==> config.mk <==
export PLATFORM = sky130hd
export DESIGN_NAME = mod_inv_flat
export DESIGN_NICKNAME = d
export VERILOG_FILES = /design/src/rtl/mod_inv_if.sv /design/src/rtl/mod_inv.sv /design/src/flat_wrapper.sv
export SDC_FILE = /design/constraint.sdc
export NUM_CORES = 1
export LEC_CHECK = 0
export CAP_MARGIN = 0
export CORE_MARGIN = 2
export CORE_UTILIZATION = 50
export CTS_CLUSTER_DIAMETER = 50
export CTS_CLUSTER_SIZE = 16
export DETAILED_ROUTE_END_ITERATION = 8
export GPL_TIMING_DRIVEN = 0
export MAX_ROUTING_LAYER = met4
export PLACE_DENSITY = 0.65
export SLEW_MARGIN = 30
export SYNTH_ARGS = -nofsm -noshare
export SYNTH_HDL_FRONTEND = slang
export SYNTH_SLANG_ARGS = --single-unit
==> constraint.sdc <==
create_clock -name clk -period 5.7 [get_ports clk]
set_input_delay 1.14 -clock clk [delete_from_list [all_inputs] [get_ports clk]]
set_output_delay 1.14 -clock clk [all_outputs]
set_load 0.05 [all_outputs]
==> src/rtl/mod_inv_if.sv <==
// Request/response handshake bundle for mod_inv: operand side (in_*) and result side (out_*).
interface mod_inv_if #(
    parameter int FIELD_WIDTH = 16
);
    logic                   in_valid;
    logic                   in_ready;
    logic [FIELD_WIDTH-1:0] a;
    logic [FIELD_WIDTH-1:0] s;
    logic                   out_valid;
    logic                   out_ready;
    logic [FIELD_WIDTH-1:0] r;
    logic                   err;

    modport master (
        output in_valid, a, s, out_ready,
        input  in_ready, out_valid, r, err
    );

    modport slave (
        input  in_valid, a, s, out_ready,
        output in_ready, out_valid, r, err
    );
endinterface

==> src/rtl/mod_inv.sv <==
// Iterative modular inverse r = a^-1 mod s via binary extended Euclid, one step per clock.
// Optional macro MOD_INV_CYCLE_CNT_EN adds a 'cycles' port counting clocks spent in RUN.
module mod_inv #(
    parameter int FIELD_WIDTH = 16
) (
    input  logic clk,
    input  logic reset,
    mod_inv_if.slave bus
`ifdef MOD_INV_CYCLE_CNT_EN
    ,
    output logic [$clog2(4*FIELD_WIDTH+3)-1:0] cycles
`endif
);
    localparam int W = FIELD_WIDTH;

    typedef enum logic [1:0] {IDLE, RUN, DONE} state_t;

    state_t         state, state_nx;
    logic [W-1:0]   s_q, s_nx;
    logic [W-1:0]   u_q, u_nx;
    logic [W-1:0]   v_q, v_nx;
    logic [W-1:0]   x1_q, x1_nx;
    logic [W-1:0]   x2_q, x2_nx;
    logic [W-1:0]   r_q, r_nx;
    logic           err_q, err_nx;

    // Sums and differences carry one extra bit so the halving shift sees the true value.
    logic [W:0]     x1_plus_s, x2_plus_s;
    logic [W:0]     x1_minus_x2, x2_minus_x1;
    logic           bad_operand;

    always_comb begin
        x1_plus_s   = {1'b0, x1_q} + {1'b0, s_q};
        x2_plus_s   = {1'b0, x2_q} + {1'b0, s_q};
        x1_minus_x2 = (x1_q >= x2_q) ? ({1'b0, x1_q} - {1'b0, x2_q})
                                     : ({1'b0, x1_q} + {1'b0, s_q} - {1'b0, x2_q});
        x2_minus_x1 = (x2_q >= x1_q) ? ({1'b0, x2_q} - {1'b0, x1_q})
                                     : ({1'b0, x2_q} + {1'b0, s_q} - {1'b0, x1_q});
        bad_operand = (bus.a == '0) || (bus.a >= bus.s) || !bus.s[0] || (bus.s < W'(3));
    end

    always_comb begin
        state_nx = state;
        s_nx     = s_q;
        u_nx     = u_q;
        v_nx     = v_q;
        x1_nx    = x1_q;
        x2_nx    = x2_q;
        r_nx     = r_q;
        err_nx   = err_q;
        case (state)
            IDLE: begin
                if (bus.in_valid) begin
                    s_nx  = bus.s;
                    u_nx  = bus.a;
                    v_nx  = bus.s;
                    x1_nx = W'(1);
                    x2_nx = '0;
                    if (bad_operand) begin
                        r_nx     = '0;
                        err_nx   = 1'b1;
                        state_nx = DONE;
                    end else begin
                        state_nx = RUN;
                    end
                end
            end
            RUN: begin
                if (u_q == W'(1)) begin
                    r_nx     = x1_q;
                    err_nx   = 1'b0;
                    state_nx = DONE;
                end else if (v_q == W'(1)) begin
                    r_nx     = x2_q;
                    err_nx   = 1'b0;
                    state_nx = DONE;
                end else if (u_q == '0 || v_q == '0) begin
                    r_nx     = '0;
                    err_nx   = 1'b1;
                    state_nx = DONE;
                end else if (!u_q[0]) begin
                    u_nx  = u_q >> 1;
                    x1_nx = x1_q[0] ? x1_plus_s[W:1] : (x1_q >> 1);
                end else if (!v_q[0]) begin
                    v_nx  = v_q >> 1;
                    x2_nx = x2_q[0] ? x2_plus_s[W:1] : (x2_q >> 1);
                end else if (u_q >= v_q) begin
                    u_nx  = u_q - v_q;
                    x1_nx = x1_minus_x2[W-1:0];
                end else begin
                    v_nx  = v_q - u_q;
                    x2_nx = x2_minus_x1[W-1:0];
                end
            end
            DONE: begin
                if (bus.out_ready) state_nx = IDLE;
            end
            default: state_nx = IDLE;
        endcase
    end

    always_ff @(posedge clk) begin
        if (reset) begin
            state <= IDLE;
            s_q   <= '0;
            u_q   <= '0;
            v_q   <= '0;
            x1_q  <= '0;
            x2_q  <= '0;
            r_q   <= '0;
            err_q <= 1'b0;
        end else begin
            state <= state_nx;
            s_q   <= s_nx;
            u_q   <= u_nx;
            v_q   <= v_nx;
            x1_q  <= x1_nx;
            x2_q  <= x2_nx;
            r_q   <= r_nx;
            err_q <= err_nx;
        end
    end

    assign bus.in_ready  = (state == IDLE);
    assign bus.out_valid = (state == DONE);
    assign bus.r         = r_q;
    assign bus.err       = err_q;

`ifdef MOD_INV_CYCLE_CNT_EN
    logic [$clog2(4*FIELD_WIDTH+3)-1:0] cyc_q;

    always_ff @(posedge clk) begin
        if (reset) begin
            cyc_q <= '0;
        end else if (state == IDLE && bus.in_valid) begin
            cyc_q <= '0;
        end else if (state == RUN) begin
            cyc_q <= cyc_q + 1'b1;
        end
    end

    assign cycles = cyc_q;
`endif
endmodule

==> src/flat_wrapper.sv <==
// flat-port wrapper written by rule: the top's interface ports become plain ports
module mod_inv_flat 
#(
    parameter int FIELD_WIDTH = 16
)
  (clk, reset, bus_in_valid, bus_a, bus_s, bus_out_ready, bus_in_ready, bus_out_valid, bus_r, bus_err);
  mod_inv_if #(.FIELD_WIDTH(FIELD_WIDTH)) bus_i ();
  input  logic clk;
  input  logic reset;
  input wire logic [$bits(bus_i.in_valid)-1:0] bus_in_valid;
  input wire logic [$bits(bus_i.a)-1:0] bus_a;
  input wire logic [$bits(bus_i.s)-1:0] bus_s;
  input wire logic [$bits(bus_i.out_ready)-1:0] bus_out_ready;
  output wire logic [$bits(bus_i.in_ready)-1:0] bus_in_ready;
  output wire logic [$bits(bus_i.out_valid)-1:0] bus_out_valid;
  output wire logic [$bits(bus_i.r)-1:0] bus_r;
  output wire logic [$bits(bus_i.err)-1:0] bus_err;
  assign bus_i.in_valid = bus_in_valid;
  assign bus_i.a = bus_a;
  assign bus_i.s = bus_s;
  assign bus_i.out_ready = bus_out_ready;
  assign bus_in_ready = bus_i.in_ready;
  assign bus_out_valid = bus_i.out_valid;
  assign bus_r = bus_i.r;
  assign bus_err = bus_i.err;
  mod_inv #(.FIELD_WIDTH(FIELD_WIDTH)) u_core (.clk(clk), .reset(reset), .bus(bus_i));
endmodule
# [Yosys cells after proc, flatten, opt, wreduce, memory -nomap -nowiden]
# Cells that the tools add are included.
[totals] output_inout_bits=19 in_bits=36 reg_bits=99 wordCells=110
[op_classes] n_eq_ne=15 magnitude_cmp=5 reduce_logical=17 n_mux=55 addsub=8
[ops] cell="$mux 16" n=37
[ops] cell="$pmux 16 s2" n=5
[ops] cell="$sub 16x16->16" n=6
[ops] cell="$ge 16x16->1" n=4
[ops] cell="$logic_not 16->1" n=3
[ops] cell="$add 16x16->17" n=2
[ops] cell="$eq 16x1->1 const B" n=2
[ops] cell="$lt 16x2->1 const B" n=1
[ops] cell="$reduce_and 7->1" n=2
[ops] cell="$mux 2" n=6
[ops] cell="$ne 2x2->1 const B" n=5
[ops] cell="$ne 3x3->1 const B" n=3
[ops] cell="$pmux 2 s3" n=1
[ops] cell="$reduce_and 6->1" n=1
[ops] cell="$mux 1" n=5
[ops] cell="$reduce_and 5->1" n=1
[ops] cell="$logic_or 1x1->1" n=4
[ops] cell="$ne 2x1->1 const B" n=2
[ops] cell="$ne 4x1->1 const B" n=1
[ops] cell="$reduce_and 4->1" n=1
[ops] cell="$reduce_and 3->1" n=1
[ops] cell="$eq 2x1->1 const B" n=1
[ops] cell="$eq 2x2->1 const B" n=1
[ops] cell="$logic_not 2->1" n=1
[ops] cell="other kinds (4)" n=4

# [Longest topological paths before layout]
# Gate-level depths: netlist of run 1.
[logic_depth] ltp_word=10 ltp_mapped=19 depth_no_buf=19

# [Worst setup path before layout of run 1]
# Ideal clock, no wire load.
[synth_timing] path_kind="register to register" start="register u_core.x1_q[0]" end="register u_core.x1_q[15]" stages_incl_launch_ff=19 t_required_ps=5566 t_arrival_ps=3722 n_path_buf=0 setup_slack_ps=1843 period_less_slack_ps=3857 path_cell_list="dfxtp_1 ha_1 inv_1 fa_1 nand2b_1 a21oi_1 o21ai_0 nand2b_1 a31oi_1 xnor2_1 ha_1 nand3_1 a211oi_1 or3_1 a21o_1 a21oi_2 xnor3_1 a221oi_2 a211oi_2"
[synth_between] elab_chain_cells=10 word_cells_on_any_way=13 classes_between="add/sub: 3; order compare: 1; mux: 9"
[synth_lines] element="start: declaration" line_no="mod_inv.sv:22" source="logic [W-1:0] x1_q, x1_nx;"
[synth_lines] element="start signal: assignment" line_no="mod_inv.sv:117" source="x1_q <= x1_nx;"
[synth_lines] element="$add 16x16->17" line_no="mod_inv.sv:36" source=": ({1'b0, x1_q} + {1'b0, s_q} - {1'b0, x2_q});"
[synth_lines] element="$sub 16x16->16" line_no="mod_inv.sv:36"
[synth_lines] element="$mux 16" line_no="mod_inv.sv:35" source="x1_minus_x2 = (x1_q >= x2_q) ? ({1'b0, x1_q} - {1'b0, x2_q})"
[synth_lines] element="$mux 16" line_no="mod_inv.sv:87" source="end else if (u_q >= v_q) begin"
[synth_lines] element="$mux 16" line_no="mod_inv.sv:84" source="end else if (!v_q[0]) begin"
[synth_lines] element="$mux 16 (*)" line_no="mod_inv.sv:81" source="end else if (!u_q[0]) begin"
[synth_lines] element="$mux 16 (*)" line_no="mod_inv.sv:77" source="end else if (u_q == '0 || v_q == '0) begin"
[synth_lines] element="$mux 16 (*)" line_no="mod_inv.sv:73" source="end else if (v_q == W'(1)) begin"
[synth_lines] element="$mux 16 (*)" line_no="mod_inv.sv:69" source="if (u_q == W'(1)) begin"
[synth_lines] element="$pmux 16 s2 (*)" line_no="mod_inv.sv:51" source="case (state)"
# Mark *: on every way between the ends. The rest lies on a longest branch, timed or not. The select of a mux whose other input is x is not followed.
# A chain may end at the register's enable or synchronous reset.

# [Worst setup path after layout of run 1]
[layout_timing] start="register u_core.v_q[0]" end="register u_core.v_q[14]"
[layout_between] elab_chain_cells=8 word_cells_on_any_way=16 classes_between="add/sub: 1; order compare: 1; eq/ne: 4; mux: 7; reduce/logical: 3"
[layout_lines] element="start: declaration" line_no="mod_inv.sv:21" source="logic [W-1:0] v_q, v_nx;"
[layout_lines] element="start signal: assignment" line_no="mod_inv.sv:116" source="v_q <= v_nx;"
[layout_lines] element="$sub 16x16->16" line_no="mod_inv.sv:91" source="v_nx = v_q - u_q;"
[layout_lines] element="$mux 16" line_no="mod_inv.sv:87"
[layout_lines] element="$mux 16" line_no="mod_inv.sv:84"
[layout_lines] element="$mux 16" line_no="mod_inv.sv:81"
[layout_lines] element="$mux 16" line_no="mod_inv.sv:77"
[layout_lines] element="$mux 16" line_no="mod_inv.sv:73"
[layout_lines] element="$mux 16" line_no="mod_inv.sv:69"
[layout_lines] element="$pmux 16 s2" line_no="mod_inv.sv:51"
# Parallel ways exist; a longest one is shown, timed or not. The select of a mux whose other input is x is not followed.

==> results of run 1 <==
[worst max-delay path: cells and delay by family (launching register included)]
kind / cells / cell delay [ns]
AO/OA/AOI/OAI: 8 / 2.23
buffers and inverters: 3 / 1.14
XOR/XNOR: 1 / 0.18
adder cells (fa/ha/maj): 2 / 0.74
flip-flops: 1 / 0.47
[layout make-up]
type,instances,area share
Multi-Input combinational cell,1202,0.679
Sequential cell,99,0.159
Inverter,127,0.0382
Timing Repair Buffer,53,0.0426
Tap cell,280,0.0281
Buffer,79,0.0283
Clock buffer,10,0.0192
Clock inverter,6,0.00552
[final timing paths]
kind                          end  slack (ns)             from  depth (start not counted)
setup / recovery   u_core.v_q[14]        0.81    u_core.v_q[0]                         14
hold / removal    u_core.bus.r[5]        0.47  u_core.bus.r[5]                          2
setup reg to reg   u_core.v_q[14]        0.81    u_core.v_q[0]                         14
hold reg to reg   u_core.bus.r[5]        0.47  u_core.bus.r[5]                          2
[logic make-up after synthesis]
logic type / count (synthesis) / share of synthesized area
multiplexers: 22 / 0.0201
flip-flops: 99 / 0.176
buffers and inverters: 206 / 0.0737
AND/OR/NAND/NOR: 412 / 0.168
AO/OA/AOI/OAI: 516 / 0.309
adder cells (fa/ha/maj): 149 / 0.171
XOR/XNOR: 103 / 0.0825
[metrics by stage]
stage	instances	hold slack [ns]	instance area, sq um
detailed placement	1840	0.451	12200
global placement	1840	0.451	12100
global route	1856	0.488	12500
floorplan	1507	0.457	11300
finish	1856	0.465	12500
CTS	1856	0.466	12500
[state kept, by name, indices dropped and copies added (netlist names)]
signal	count
u_core.state	2
u_core.u_q	16
u_core.s_q	16
u_core.x2_q	16
u_core.x1_q	16
u_core.v_q	16
u_core.bus.err	1
u_core.bus.r	16
[per-layer routing]
metal | up-vias | wire [microns] | GRT usage
met5 | - | 0 | -
li1 | 5577 | - | -
met2 | 472 | 20400 | 0.626
met1 | 5496 | 17300 | 0.430
met3 | 113 | 2510 | 0.0496
met4 | 0 | 2600 | 0.196
[where the power goes]
group | leakage, nW | switching [mW] | internal, mW
logic | 4.12 | 1.19 | 0.783
clock network | 0.155 | 0.326 | 0.359
registers | 0.810 | 0.0819 | 0.742
total | 5.09 | 1.59 | 1.88
[placed cells by master (no fill, tap or decap), drive strengths merged, types with 7 or more instances in the layout]
cell type / count
nor2: 108
clkbuf: 67
o31ai: 23
and2: 9
xnor2: 68
o21a: 18
nand3: 16
inv: 130
o211ai: 23
nand2: 150
clkdlybuf4s50: 53
nor2b: 13
o221ai: 7
nand2b: 18
o21ai: 98
a211oi: 40
nor3: 45
mux2i: 17
a31oi: 11
ha: 141
o21bai: 14
nand4: 14
a21oi: 150
dfxtp: 99
fa: 8
a21o: 37
a221oi: 35
buf: 22
xor2: 33
nor4: 16
==> results.sh, run 1 <==
export IMPL_status="complete, no violations"
export IMPL_drt_iter0_markers=996
export IMPL_wl_per_cell_microns=23.0
export IMPL_std_cell_rows=54
export IMPL_cts_root_buf="clkbuf_16"
export IMPL_rsz0062_at_grt="false"
export IMPL_cts_tree="yes"
export IMPL_end_kind="flop"
export IMPL_tns_ns=0
export IMPL_dp_hpwl_microns=34200
export IMPL_setup_viol=0
export IMPL_antenna_found_initial=0
export IMPL_synth_top_area_frac=0.176
export IMPL_multi_input_area_sq_um=8470
export IMPL_fmax_ghz=0.205
export IMPL_p_per_area_nw_per_um2=279
export IMPL_ant_nets=0
export IMPL_maxSlewViolCount=0
export IMPL_dieArea_sq_um=23700
export IMPL_slowest_stage="clkbuf_1"
export IMPL_fill_cells=2191
export IMPL_final_period_utilization=0.857
export IMPL_core_area_sq_um=22000
export IMPL_hold_path_class="reg2reg"
export IMPL_vias=11658
export IMPL_grt_max_degree=18
export IMPL_fp_dieH_microns=154
export IMPL_start_kind="flop"
export IMPL_critPathKind="reg2reg"
export IMPL_htree_levels=3
export IMPL_cpPeakStageDelay_ns=0.79
export IMPL_synthCells=1507
export IMPL_viasPerCell=6.28
export IMPL_clkSinkCount=99
export IMPL_cts_setup_buffers=0
export IMPL_synth_common_cells="149 x a21oi_1, 149 x nand2_1, 141 x ha_1, 127 x inv_1, 107 x nor2_1"
export IMPL_grt_pass1_wl_microns=65800
export IMPL_ios=55
export IMPL_synth_enable_flop_cells=0
export IMPL_avgSynthCellArea_sq_um=7.47
export IMPL_ctsHoldBuffers=0
export IMPL_yosysWarnings=0
export IMPL_cts_made_buffers=9
export IMPL_ys_seq_elements=99
export IMPL_numPortBuffers=53
export IMPL_final_nets=1756
export IMPL_synthTopCellsByArea="dfxtp_1 18%, ha_1 16%, a21oi_1 6.6%"
export IMPL_yosysTopAreaCell="dfxtp_1"
export IMPL_grt_use_total=0.371
export IMPL_area_growth_pct=10.7
export IMPL_synth_seq_area_share=0.176
export IMPL_required_ns=5.96
export IMPL_final_setup_skew_ns=0.0165
export IMPL_setup_slack_ns=0.815
export IMPL_syn_cell_area_sq_um=11300
export IMPL_firstDrtPassIters=5
export IMPL_leakage_nw=5.09
export IMPL_hold_viol=0
export IMPL_maxSlewHeadroom=0.322
export IMPL_cp_max_fo=10
export IMPL_arrival_ns=5.14
export IMPL_grt_pass1_vias=11547
export IMPL_cap_viol_max_count=0
export IMPL_gp_congestion=0.976
export IMPL_clkTransAtPathRegs_ns=0.09
export IMPL_synthesis_nets=1692
export IMPL_finalCriticalPeriod_ns=4.89
export IMPL_overflow=0
export IMPL_async_flop_share=0
export IMPL_clock_path_buffers=2
export IMPL_peakVddDrop_mv=0.149
export IMPL_cts_resized=0
export IMPL_synth_main_ff_cell="dfxtp_1"
export IMPL_total_power_mw=3.48
export IMPL_drive_gt1_frac=0.0444
export IMPL_tightest_slew_ns=1.02
export IMPL_start_util=0.513
export IMPL_drc_errors=0
export IMPL_die_x_microns=154
export IMPL_crit_chain="inv_1 -> clkbuf_1 -> ha_1 -> inv_1 -> fa_1 -> a21o_1 -> a21oi_1 -> o21ba_2 -> o21bai_1 -> a2111oi_0 -> o41ai_1 -> xor2_1 -> a221oi_1 -> a21oi_1"
export IMPL_ff_latch_area_sq_um=1980
export IMPL_diodes=0
export IMPL_post_place_ws_ns=0.846
export IMPL_final_util=0.568
export IMPL_ys_types=76
export IMPL_routed_wirelength_microns=42700
export IMPL_clk_latency_ns=0.37
No activity file was read; power rests on OpenSTA's default activity.
==> inputs of run 2 (changes only) <==
HOLD_SLACK_MARGIN = 0.02   (was unset)
==> results of run 2 <==
No change in the layout: final DEF, timing and power equal those of run 1.
